$ cat src/rtl/spi_mstr_param.sv
`timescale 1ns/1ps
// Parametrised SPI master: DATA_W-bit frames, MSB first, SCLK period 2^DIV_W clk, mode 0 or 3 by CPOL.
// Latency: SS_n low for H/2 + 2*H*DATA_W cycles; done/busy/rd_data update on the edge SS_n rises.
// Backpressure: wrt is only honoured while idle; requests during a frame are dropped, never queued.
module spi_mstr_param #(
    parameter int DATA_W = 16,
    parameter int DIV_W  = 5,
    parameter int NUM_SS = 2,
    parameter bit CPOL   = 1'b1,
    localparam int SEL_W = (NUM_SS > 1) ? $clog2(NUM_SS) : 1
) (
    input  logic              clk,
    input  logic              rst,
    input  logic              wrt,
    input  logic [DATA_W-1:0] cmd,
    input  logic [SEL_W-1:0]  ss_sel,
    input  logic              MISO,
    output logic              SCLK,
    output logic              MOSI,
    output logic [NUM_SS-1:0] SS_n,
    output logic              busy,
    output logic              done,
    output logic [DATA_W-1:0] rd_data
);

    localparam int CNT_W = $clog2(DATA_W + 1);

    // Divider is preloaded to 3H/2 so the first LOW phase begins exactly at wrap-around:
    // MSB=0 is the LOW half of each bit, MSB=1 the HIGH half.
    localparam logic [DIV_W-1:0] DIV_LOAD = DIV_W'(3 * (2 ** (DIV_W - 2)));
    localparam logic [DIV_W-1:0] DIV_MID  = DIV_W'((2 ** (DIV_W - 1)) - 1);
    localparam logic [DIV_W-1:0] DIV_TOP  = '1;
    localparam logic [CNT_W-1:0] LAST_BIT = CNT_W'(DATA_W - 1);

    typedef enum logic [1:0] {
        IDLE,
        FRONT,
        LOW,
        HIGH
    } state_t;

    state_t              state;
    logic [DIV_W-1:0]    div_cnt;
    logic [CNT_W-1:0]    bit_cnt;
    logic [DATA_W-1:0]   shft;
    logic                miso_cap;
    logic [NUM_SS-1:0]   ss_mask_n;
    logic [DATA_W-1:0]   shft_nxt;

    always_comb begin
        ss_mask_n = '1;
        if (32'(ss_sel) < NUM_SS) begin
            ss_mask_n[ss_sel] = 1'b0;
        end else begin
            ss_mask_n[0] = 1'b0;
        end
    end

    assign shft_nxt = {shft[DATA_W-2:0], miso_cap};
    assign MOSI     = shft[DATA_W-1];

    always_ff @(posedge clk or posedge rst) begin
        if (rst) begin
            state    <= IDLE;
            div_cnt  <= '0;
            bit_cnt  <= '0;
            shft     <= '0;
            miso_cap <= 1'b0;
            SCLK     <= CPOL;
            SS_n     <= '1;
            busy     <= 1'b0;
            done     <= 1'b0;
            rd_data  <= '0;
        end else begin
            if (state != IDLE) begin
                div_cnt <= div_cnt + 1'b1;
            end
            case (state)
                IDLE: begin
                    if (wrt) begin
                        shft    <= cmd;
                        SS_n    <= ss_mask_n;
                        busy    <= 1'b1;
                        done    <= 1'b0;
                        bit_cnt <= '0;
                        div_cnt <= DIV_LOAD;
                        state   <= FRONT;
                    end
                end
                FRONT: begin
                    if (div_cnt == DIV_TOP) begin
                        SCLK  <= 1'b0;
                        state <= LOW;
                    end
                end
                LOW: begin
                    if (div_cnt == DIV_MID) begin
                        SCLK     <= 1'b1;
                        miso_cap <= MISO;
                        state    <= HIGH;
                    end
                end
                HIGH: begin
                    if (div_cnt == DIV_TOP) begin
                        shft    <= shft_nxt;
                        bit_cnt <= bit_cnt + 1'b1;
                        if (bit_cnt == LAST_BIT) begin
                            SCLK    <= CPOL;
                            SS_n    <= '1;
                            busy    <= 1'b0;
                            done    <= 1'b1;
                            rd_data <= shft_nxt;
                            state   <= IDLE;
                        end else begin
                            SCLK  <= 1'b0;
                            state <= LOW;
                        end
                    end
                end
                default: state <= IDLE;
            endcase
        end
    end

endmodule

$ cat config.mk
export PLATFORM = sky130hd
export DESIGN_NAME = spi_mstr_param
export DESIGN_NICKNAME = d
export VERILOG_FILES = /design/src/rtl/spi_mstr_param.sv
export SDC_FILE = /design/constraint.sdc
export NUM_CORES = 1
export LEC_CHECK = 0
export ABC_CLOCK_PERIOD_IN_PS = 2100
export CAP_MARGIN = 25
export CORE_UTILIZATION = 50
export CTS_CLUSTER_DIAMETER = 50
export CTS_CLUSTER_SIZE = 10
export DETAILED_ROUTE_END_ITERATION = 7
export GPL_ROUTABILITY_DRIVEN = 0
export GPL_TIMING_DRIVEN = 0
export HOLD_SLACK_MARGIN = 0.02
export PLACE_DENSITY = 0.77
export SLEW_MARGIN = 0
export SYNTH_ARGS = -nofsm -noshare
export SYNTH_HDL_FRONTEND = slang
export SYNTH_SLANG_ARGS = --single-unit
$ cat constraint.sdc
create_clock -name clk -period 2.1 [get_ports clk]
set_input_delay 0.21 -clock clk [delete_from_list [all_inputs] [get_ports clk]]
set_output_delay 0.21 -clock clk [all_outputs]
set_load 0.01 [all_outputs]
==> flow_metrics.py, run 1 <==
metrics = {
    "grt": {
        "grt_use_total": 0.193,
        "grt_max_degree": 27,
        "grt_overflow": 0,
        "grt_pass1_vias": 1506,
        "grt_antenna_before_repair": 0,
        "grt_pass1_wl_um": 7270,
    },
    "clock_network": {
        "cts_setup_buffers": 0,
        "cts_hold_buf": 0,
        "cts-root-buf": "clkbuf_8",
        "cts_max_path_buffers": 2,
        "h-tree-depth": 2,
        "cts.sinks": 50,
        "cts_buffers": 5,
        "clk_pin_slew_ps": 90,
        "clock_latency_ps": 300,
        "cts_tree": "yes",
    },
    "power": {
        "ir_drop_v": 0.000597,
        "leakagePower_uw": 0.00132,
        "power_density_nw_per_um2": 1090,
        "finalPower_uw": 3160,
    },
    "sta": {
        "slew_viol_final": 0,
        "slew-limit-headroom": 0.638,
        "period_share": 0.944,
        "hold_slack_ps": 271,
        "clock_skew_ps": 8.00,
        "setup_viol": 0,
        "fmax_ghz": 0.504,
        "tns_ps": 0,
        "period_minus_slack_ps": 1980,
        "hold_viol": 0,
        "rsz0062_at_grt": "false",
        "worst_pin_slew_ps": 542,
    },
    "cells_and_area": {
        "final_nets": 267,
        "drive_above_1_share": 0.227,
        "area_growth_pct": 27.1,
        "design_area_um2": 2900,
        "utilization": 0.665,
        "diodes": 0,
    },
    "status": {
        "status": "complete, no violations",
    },
    "drt": {
        "drt-met1-wl_um": 2110,
        "routedWlPerCell_um": 14.6,
        "vias_per_cell": 5.36,
        "final_antenna_net_count": 0,
        "routed_wl_um": 4280,
        "route.detailed.drc": 0,
        "wl_met3_um": 177,
        "vias": 1577,
        "wl_met2_um": 1930,
        "top_layer_used": "met4",
        "drt_iter0_drc": 63,
        "firstDrtPassIters": 4,
    },
    "worst_setup_path": {
        "required_ps": 2290,
        "cp_top_family": "adder cells",
        "worstPathArrival_ps": 2170,
        "cp_slowest_cell": "dfrtp_1",
        "cp_num_buf_inv": 1,
        "crit_chain": "ha_1, and3_1, ha_2, nand4_4, buf_4, mux2_2",
        "critPathMaxStageDelay_ps": 420,
        "setup.worst_path.start_class": "flop",
        "path_class": "reg2reg",
        "crit_path_end_kind": "flop",
        "r2r_setup_slack_ps": 120,
        "crit_fanout": 10,
        "r2r_start": "div_cnt[0]",
        "regToRegEndpoint": "rd_data[10]",
        "rr_worst_depth": 6,
    },
    "yosys": {
        "synthesis.area_um2": 2280,
        "synth_cell_types": 33,
        "synth_nets": 217,
        "ys_warn_count": 0,
        "avgSynthCellArea_um2": 11.9,
        "postSynthCellCount": 191,
        "synth_seq_area_share": 0.551,
        "ys_ff_latch": 50,
    },
    "floorplanning": {
        "io_pins": 43,
        "die_w_um": 69.5,
        "fp.coreArea_um2": 4350,
        "start_util": 0.523,
        "std_cell_rows": 24,
        "fp.dieH_um": 69.5,
        "die_area_um2": 4830,
    },
    "worst_hold_path": {
        "hold_path_class": "in2async",
    },
    "job": {
        "maxCapViolations": 0,
    },
    "placed_design": {
        "hpwl_um": 2970,
        "placed_area_um2": 2780,
        "io_buffer_count": 42,
    },
}
cells by family after synthesis:
logic type | Yosys count | synth area share
XOR/XNOR | 3 | 0.0115
flip-flops | 50 | 0.551
adder cells (fa/ha/maj) | 5 | 0.0275
AO/OA/AOI/OAI | 33 | 0.0995
multiplexers | 34 | 0.159
buffers and inverters | 18 | 0.0390
AND/OR/NAND/NOR | 48 | 0.112
worst reg2reg max path, stage by stage, from the launching register on:
cell	delay [ps]
dfrtp_1	420
ha_1	240
and3_1	210
ha_2	230
nand4_4	200
buf_4	240
mux2_2	350
worst max-delay path by stage:
stage / cells after the start / from / slack (ps) / to
floorplan: 6 / div_cnt[0] / 190 / rd_data[0]
global placement: 2 / rst / -270 / rd_data[8]
detailed placement: 6 / div_cnt[0] / -120 / rd_data[9]
CTS: 6 / div_cnt[0] / 30 / rd_data[11]
global route: 6 / div_cnt[0] / 10 / rd_data[11]
finish: 6 / div_cnt[0] / 120 / rd_data[10]
synth_stat cells:
cell       count  share of area
dfrtp_1       47           0.52
nand3_1       23          0.051
mux2_2        18          0.089
mux2i_1       16          0.070
o21ai_0       11          0.024
o21ai_2       10          0.038
inv_1          6         0.0099
nand2_1        6         0.0099
buf_2          5          0.011
clkbuf_1       5         0.0082
ha_1           5          0.027
nor2_1         5         0.0082
a21oi_1        4         0.0088
dfstp_2        3          0.035
xor2_1         3          0.012
a2bb2oi_1      2         0.0077
and3_1         2         0.0055
buf_6          2         0.0099
nand2b_1       2         0.0055
o21a_1         2         0.0066
or3_1          2         0.0055
a22o_1         1         0.0038
and2_4         1         0.0038
nand2_2        1         0.0027
nand3b_1       1         0.0033
nand4_1        1         0.0027
nand4_2        1         0.0055
nor3_1         1         0.0022
o22a_1         1         0.0038
o22ai_1        1         0.0027
o31ai_1        1         0.0033
or2_2          1         0.0027
or3b_1         1         0.0038
report_power, final:
part	total, uW	internal (uW)	leakage [uW]	switching (uW)
Combinational	1130	544	0.000637	584
Clock	571	266	0.0000482	305
Sequential	1460	1250	0.000635	211
Total	3160	2060	0.00132	1100
per-layer routing:
| layer | vias up | GRT usage |
|---|---|---|
| li1 | 783 | - |
| met1 | 754 | 0.275 |
| met2 | 33 | 0.296 |
| met3 | 7 | 0.0436 |
| met4 | 0 | 0.0612 |
| met5 | - | 0 |
cell usage in the layout, fill, tap and decap left out, types with 2 or more instances in the layout:
cell type,n
o21a_1,2
buf_2,4
clkbuf_1,4
nand2_1,6
nor2_1,5
mux2_2,18
xor2_1,3
ha_1,4
clkbuf_8,6
or3_1,2
inv_1,5
dfrtp_1,47
a21oi_1,4
nand2b_1,2
mux2i_1,16
buf_6,2
nand3_1,22
clkdlybuf4s50_1,42
dfstp_2,3
and3_1,2
o21ai_0,11
a2bb2oi_1,2
o21ai_2,10
clkbuf_2,2
flip-flops by register name (all words and copies together), names as in the netlist:
| name | cells |
|---|---|
| bit_cnt | 5 |
| done | 1 |
| SS_n | 2 |
| SCLK | 1 |
| shft | 16 |
| busy | 1 |
| state | 2 |
| miso_cap | 1 |
| div_cnt | 5 |
| rd_data | 16 |
stage by stage:
stage | instances | setup slack [ps]
3_5_place_dp | 286 | -121
2_1_floorplan | 191 | 186
3_3_place_gp | 285 | -269
6_report | 294 | 117
5_1_grt | 294 | 10.4
4_1_cts | 294 | 31.2
area by class of cell:
type / instances / area [um^2]
Buffer: 12 / 71.3
Sequential cell: 50 / 1250
Timing Repair Buffer: 43 / 440
Inverter: 6 / 22.5
Tap cell: 52 / 65.1
Multi-Input combinational cell: 123 / 950
Clock buffer: 7 / 86.3
Clock inverter: 1 / 5.00
Fill cell: 371 / 1460
repair_timing:
item | CTS | global route
setup endpoints to repair | 10 | 27
gates cloned | 0 | 0
pin swaps | 0 | 0
resized for setup | 2 | 6
Note: power is estimated with default switching activity, not from simulation.
==> run 2, diff against run 1 <==
--- a/config.mk
+++ b/config.mk
@@ -5,6 +5,7 @@
 export SDC_FILE = /design/constraint.sdc
 export NUM_CORES = 1
 export LEC_CHECK = 0
+export ABC_AREA = 1
 export ABC_CLOCK_PERIOD_IN_PS = 2100
 export CAP_MARGIN = 25
 export CORE_UTILIZATION = 50
@@ -14,8 +15,7 @@
 export GPL_ROUTABILITY_DRIVEN = 0
 export GPL_TIMING_DRIVEN = 0
 export HOLD_SLACK_MARGIN = 0.02
-export PLACE_DENSITY = 0.77
-export SLEW_MARGIN = 0
+export PLACE_DENSITY = 0.75
 export SYNTH_ARGS = -nofsm -noshare
 export SYNTH_HDL_FRONTEND = slang
 export SYNTH_SLANG_ARGS = --single-unit
==> run 2 against run 1 <==
Compared with the run above: largest cell class unchanged; critical path depth grew 4; register-to-register slack gained 220 ps; cell area decreased by 0.30%; sequential power fell by 5%; non-clock buffer count down 1; maximum frequency grew 12%; clock skew grew 3.6 ps; first-iteration DRC count increased to 3.2 times the previous value; die area shrank 0.10%.
==> flow_metrics.py, run 2 <==
metrics = {
    "drt": {
        "drt_iter0_drc": 199,
        "routed_wl_um": 4620,
        "route.detailed.drc": 0,
        "vias_per_cell": 5.01,
        "vias": 1864,
        "firstDrtPassIters": 4,
        "final_antenna_net_count": 0,
        "routedWlPerCell_um": 12.4,
    },
    "yosys": {
        "synth_nets": 295,
        "synth_top_area_frac": 0.517,
        "synth_cell_types": 21,
        "post-synth-top-count-cell": "nand2_1",
        "postSynthCellCount": 269,
        "yosys-top-cells-count": "82 x nand2_1, 47 x dfrtp_1, 43 x o21ai_1",
        "async_reset_ff_frac": 1.00,
        "synth_seq_area_share": 0.552,
        "ys_ff_latch": 50,
        "synth_top_area_cell": "dfrtp_1",
        "synth-edff-count": 0,
        "ys_top_cells_by_area": "dfrtp_1 52%, nand2_1 14%, o21ai_1 9.5%, inv_1 5.1%, dfstp_2 3.5%",
        "ys_warn_count": 0,
        "avgSynthCellArea_um2": 8.46,
        "synthesis.area_um2": 2270,
        "synth-main-ff-cell": "dfrtp_1",
    },
    "clock_network": {
        "cts_resized": 0,
        "cts_max_path_buffers": 2,
        "clk_pin_slew_ps": 90,
        "cts_buffers": 5,
        "h-tree-depth": 2,
        "cts_hold_buf": 0,
        "clock_latency_ps": 300,
        "cts-root-buf": "clkbuf_8",
        "cts.sinks": 50,
        "cts_tree": "yes",
        "cts_setup_buffers": 0,
    },
    "sta": {
        "setup_ws_ps": 335,
        "period_minus_slack_ps": 1760,
        "slew_viol_final": 0,
        "clock_skew_ps": 11.6,
        "fmax_ghz": 0.567,
        "setup_viol": 0,
        "slew-limit-headroom": 0.642,
        "hold_viol": 0,
        "period_share": 0.840,
        "worst_pin_slew_ps": 536,
        "rsz0062_at_grt": "false",
    },
    "floorplanning": {
        "start_util": 0.522,
        "std_cell_rows": 24,
        "fp.coreArea_um2": 4350,
        "fp.dieH_um": 69.5,
        "die_area_um2": 4820,
        "io_pins": 43,
        "die_w_um": 69.5,
    },
    "cells_and_area": {
        "drive_above_1_share": 0.0938,
        "area_growth_pct": 26.9,
        "utilization": 0.663,
        "regArea_um2": 1250,
        "diodes": 0,
        "nFillCells": 364,
        "final_common_cell": "nand2_1",
        "reg_top3": "rd_data x16, shft x16",
        "final_cell_mix": "82 x nand2_1, 47 x dfrtp_1, 43 x o21ai_1, 42 x clkdlybuf4s50_1, 30 x inv_1",
        "final_nets": 345,
        "multi_input_area_um2": 823,
    },
    "grt": {
        "grt_pass1_wl_um": 7730,
        "grt_antenna_before_repair": 0,
        "grt_overflow": 0,
        "grt_max_degree": 27,
        "grt_pass1_vias": 1713,
        "grt_use_total": 0.205,
    },
    "placed_design": {
        "place_ws_ps": 321,
        "hpwl_um": 3330,
        "io_buffer_count": 42,
    },
    "status": {
        "status": "complete, no violations",
    },
    "worst_setup_path": {
        "cp_num_buf_inv": 2,
        "worstPathArrival_ps": 2010,
        "crit_path_end_kind": "flop",
        "critPathMaxStageDelay_ps": 390,
        "setup.worst_path.start_class": "flop",
        "path_class": "reg2reg",
        "required_ps": 2350,
        "r2r_start": "div_cnt[0]",
        "cp_top_family": "simple AND/OR/NAND/NOR gates",
        "crit_fanout": 10,
        "crit_start": "div_cnt[0]",
        "cp_slowest_cell": "dfrtp_1",
        "crit_chain": "ha_1, nand2_1, nor2_1, ha_1, nand3_2, nand2_2, buf_6, buf_6, nand3_1, nand2_1",
    },
    "power": {
        "ir_drop_v": 0.000525,
        "power_density_nw_per_um2": 1100,
        "leakagePower_uw": 0.00137,
    },
    "worst_hold_path": {
        "hold_path_class": "in2async",
    },
    "job": {
        "maxCapViolations": 0,
    },
}
[run 2: final cells by class]
type                       instances  area share
buffer                            11      0.0251
inverter                          33      0.0429
multi-input combinational        175       0.285
sequential                        50       0.435
clock buffer                       7      0.0264
tap                               52      0.0225
clock inverter                     1      0.0104
timing repair buffer              43       0.153
[run 2: path summary, 6_finish.rpt]
check / end / slack, ps / depth (start not counted)
min: div_cnt[3] / 260 / 2
max: bit_cnt[1] / 340 / 10
min in group clk: SS_n[1] / 470 / 2
min reg2reg: SS_n[1] / 470 / 2
max in group asynchronous: SS_n[1] / 1250 / 3
max reg2reg: bit_cnt[1] / 340 / 10
[run 2: kinds of logic after synthesis]
group | Yosys count | share of synthesized area
AO/OA/AOI/OAI | 58 | 0.128
adder cells (fa/ha/maj) | 5 | 0.0275
buffers and inverters | 44 | 0.0864
flip-flops | 50 | 0.552
multiplexers | 1 | 0.00440
AND/OR/NAND/NOR | 111 | 0.202
[run 2: power breakdown]
group | internal (uW) | switching [uW] | leakage [uW]
clock network | 357 | 302 | 0.0000524
logic | 464 | 653 | 0.000687
registers | 1250 | 141 | 0.000633
total | 2070 | 1100 | 0.00137
[run 2: through the flow]
stage	TNS [ps]	power, uW	instances	cell area, um^2	hold slack, ps
after floorplan	0	2180	269	2270	331
after global placement	-12850	2490	363	2760	450
after detailed placement	0	2540	364	2780	455
after CTS	0	3200	372	2890	276
after global routing	0	3420	372	2890	305
final	0	3170	372	2890	261
[run 2: routing by layer]
layer	GRT usage	wire length, um	vias up
met5	0	0	-
met4	0.0680	57	0
met3	0.0480	208	5
met2	0.328	2130	51
met1	0.276	2220	860
li1	-	-	948
==> run 3, diff against run 2 <==
--- a/config.mk
+++ b/config.mk
@@ -6,16 +6,16 @@
 export NUM_CORES = 1
 export LEC_CHECK = 0
 export ABC_AREA = 1
-export ABC_CLOCK_PERIOD_IN_PS = 2100
+export ABC_CLOCK_PERIOD_IN_PS = 1600
 export CAP_MARGIN = 25
-export CORE_UTILIZATION = 50
+export CORE_UTILIZATION = 46
 export CTS_CLUSTER_DIAMETER = 50
 export CTS_CLUSTER_SIZE = 10
 export DETAILED_ROUTE_END_ITERATION = 7
 export GPL_ROUTABILITY_DRIVEN = 0
 export GPL_TIMING_DRIVEN = 0
 export HOLD_SLACK_MARGIN = 0.02
-export PLACE_DENSITY = 0.75
+export PLACE_DENSITY = 0.73
 export SYNTH_ARGS = -nofsm -noshare
 export SYNTH_HDL_FRONTEND = slang
 export SYNTH_SLANG_ARGS = --single-unit
==> constraint.sdc (replaced) <==
create_clock -name clk -period 1.6 [get_ports clk]
set_input_delay 0.16 -clock clk [delete_from_list [all_inputs] [get_ports clk]]
set_output_delay 0.16 -clock clk [all_outputs]
set_load 0.01 [all_outputs]
==> run 3 against run 2 <==
Compared with the run above: die area is 8.4% higher; clock skew is 4.4 ps higher; largest power group unchanged; maximum frequency is 13% higher; setup slack worse by 300 ps; cell area is 12% higher; highest routed layer unchanged; flip-flop and latch count stayed put; core utilization is 1.9 points higher; critical path type unchanged; combinational power is 60% higher; worst hold slack worse by 190 ps.
==> flow_metrics.py, run 3 (synthesis results as in run 2) <==
metrics = {
    "floorplanning": {
        "start_util": 0.478,
        "die_area_um2": 5230,
        "std_cell_rows": 25,
        "fp.dieH_um": 72.3,
        "fp.coreArea_um2": 4750,
        "die_w_um": 72.3,
        "io_pins": 43,
    },
    "drt": {
        "vias": 1969,
        "vias_per_cell": 4.90,
        "drt_iter0_drc": 184,
        "firstDrtPassIters": 6,
        "routed_wl_um": 5270,
        "route.detailed.drc": 0,
        "routedWlPerCell_um": 13.1,
        "final_antenna_net_count": 0,
    },
    "cells_and_area": {
        "reg_top3": "rd_data x16, shft x16",
        "final_nets": 360,
        "final_common_cell": "nand2_1",
        "nFillCells": 378,
        "drive_above_1_share": 0.185,
        "final_cells": 402,
        "area_growth_pct": 42.6,
        "final_cell_mix": "77 x nand2_1, 47 x dfrtp_1, 42 x o21ai_1, 42 x clkdlybuf4s50_1, 30 x inv_1",
        "diodes": 0,
        "design_area_um2": 3240,
        "utilization": 0.682,
    },
    "sta": {
        "rsz0062_at_grt": "true",
        "hold_viol": 0,
        "setup_viol": 0,
        "period_minus_slack_ps": 1570,
        "period_share": 0.979,
        "fmax_ghz": 0.638,
        "slew-limit-headroom": 0.715,
        "slew_viol_final": 0,
        "clock_skew_ps": 15.9,
        "worst_pin_slew_ps": 428,
        "hold_slack_ps": 67.5,
    },
    "grt": {
        "grt_antenna_before_repair": 0,
        "grt_use_total": 0.208,
        "grt_max_degree": 43,
        "grt_pass1_vias": 1856,
        "grt_pass1_wl_um": 8340,
        "grt_overflow": 0,
    },
    "clock_network": {
        "cts_max_path_buffers": 2,
        "clk_pin_slew_ps": 100,
        "cts_tree": "yes",
        "h-tree-depth": 2,
        "cts_hold_buf": 0,
        "clock_latency_ps": 310,
        "cts-root-buf": "clkbuf_8",
        "cts_buffers": 5,
        "cts.sinks": 50,
    },
    "power": {
        "switching_share": 0.357,
        "leakagePower_uw": 0.00152,
        "pwr-share-clk": 0.207,
        "p_seq_frac": 0.403,
        "power_frac_comb": 0.389,
        "power_density_nw_per_um2": 1420,
        "ir_drop_v": 0.000730,
        "power.net_switching_uw": 1640,
        "p_int_uw": 2960,
    },
    "worst_setup_path": {
        "cp_slowest_cell": "dfrtp_1",
        "cp_top_family": "flip-flops",
        "cp_num_buf_inv": 2,
        "setup.worst_path.start_class": "flop",
        "crit_start": "bit_cnt[1]",
        "required_ps": 1800,
        "crit_path_end_kind": "flop",
        "r2r_start": "bit_cnt[1]",
        "path_class": "reg2reg",
        "crit_chain": "ha_4, nand2_4, nor2_4, ha_4, nand2_2, nor2_4, inv_4, clkbuf_16, nand2_1, o21ai_1",
        "critPathMaxStageDelay_ps": 410,
        "worstPathArrival_ps": 1770,
        "crit_fanout": 7,
    },
    "job": {
        "maxCapViolations": 0,
    },
    "placed_design": {
        "io_buffer_count": 42,
        "place_inst": 379,
        "placed_area_um2": 2800,
        "hpwl_um": 3330,
    },
    "worst_hold_path": {
        "hold_path_class": "in2async",
    },
    "status": {
        "status": "complete, no violations",
    },
}
-- run 3: what timing repair did --
item | 4_1_cts | 5_1_grt
buffers inserted | 8 | 5
setup endpoints to repair | 40 | 42
resized for setup | 18 | 21
gates cloned | 1 | 1
pin swaps | 6 | 8
-- run 3: worst paths after layout --
path | to | slack [ps] | depth (start not counted)
hold reg to reg | SS_n[0] | 470 | 2
min in group clk | miso_cap | 430 | 3
hold / removal | rd_data[2] | 70 | 2
setup / recovery | rd_data[13] | 30 | 10
max in group asynchronous | SCLK | 980 | 3
setup reg to reg | rd_data[13] | 30 | 10
-- run 3: cell type report --
type | count | area, um^2 | area share
flip-flops and latches | 50 | 1250 | 0.387
multi-input cells | 175 | 945 | 0.291
repair buffers | 58 | 603 | 0.186
inverters | 33 | 126 | 0.0390
plain buffers | 11 | 109 | 0.0336
well taps | 67 | 83.8 | 0.0258
clock buffers | 6 | 82.6 | 0.0255
clock inverters | 2 | 38.8 | 0.0120
-- run 3: through the flow --
step / setup TNS (ps) / worst slack (ps) / power (uW)
after global placement: -40800 / -748 / 3270
after floorplan: 0 / 36.0 / 2870
after global routing: -426 / -32.5 / 4940
after CTS: 0 / 22.1 / 4460
after detailed placement: -5800 / -200 / 3330
final: 0 / 33.3 / 4610
-- run 3: routing by layer --
layer	up-vias	routed length (um)	track usage
met4	0	61	0.0654
li1	983	-	-
met5	-	0	0
met1	937	2450	0.280
met3	6	207	0.0500
met2	43	2550	0.335
-- run 3: power by group through the flow --
stage / Combinational, uW / Clock, uW / Sequential [uW]
2_1_floorplan: 1010 / 0 / 1850
3_3_place_gp: 1430 / 0 / 1840
3_5_place_dp: 1480 / 0 / 1850
4_1_cts: 1680 / 954 / 1830
5_1_grt: 2030 / 1020 / 1900
6_report: 1790 / 955 / 1860
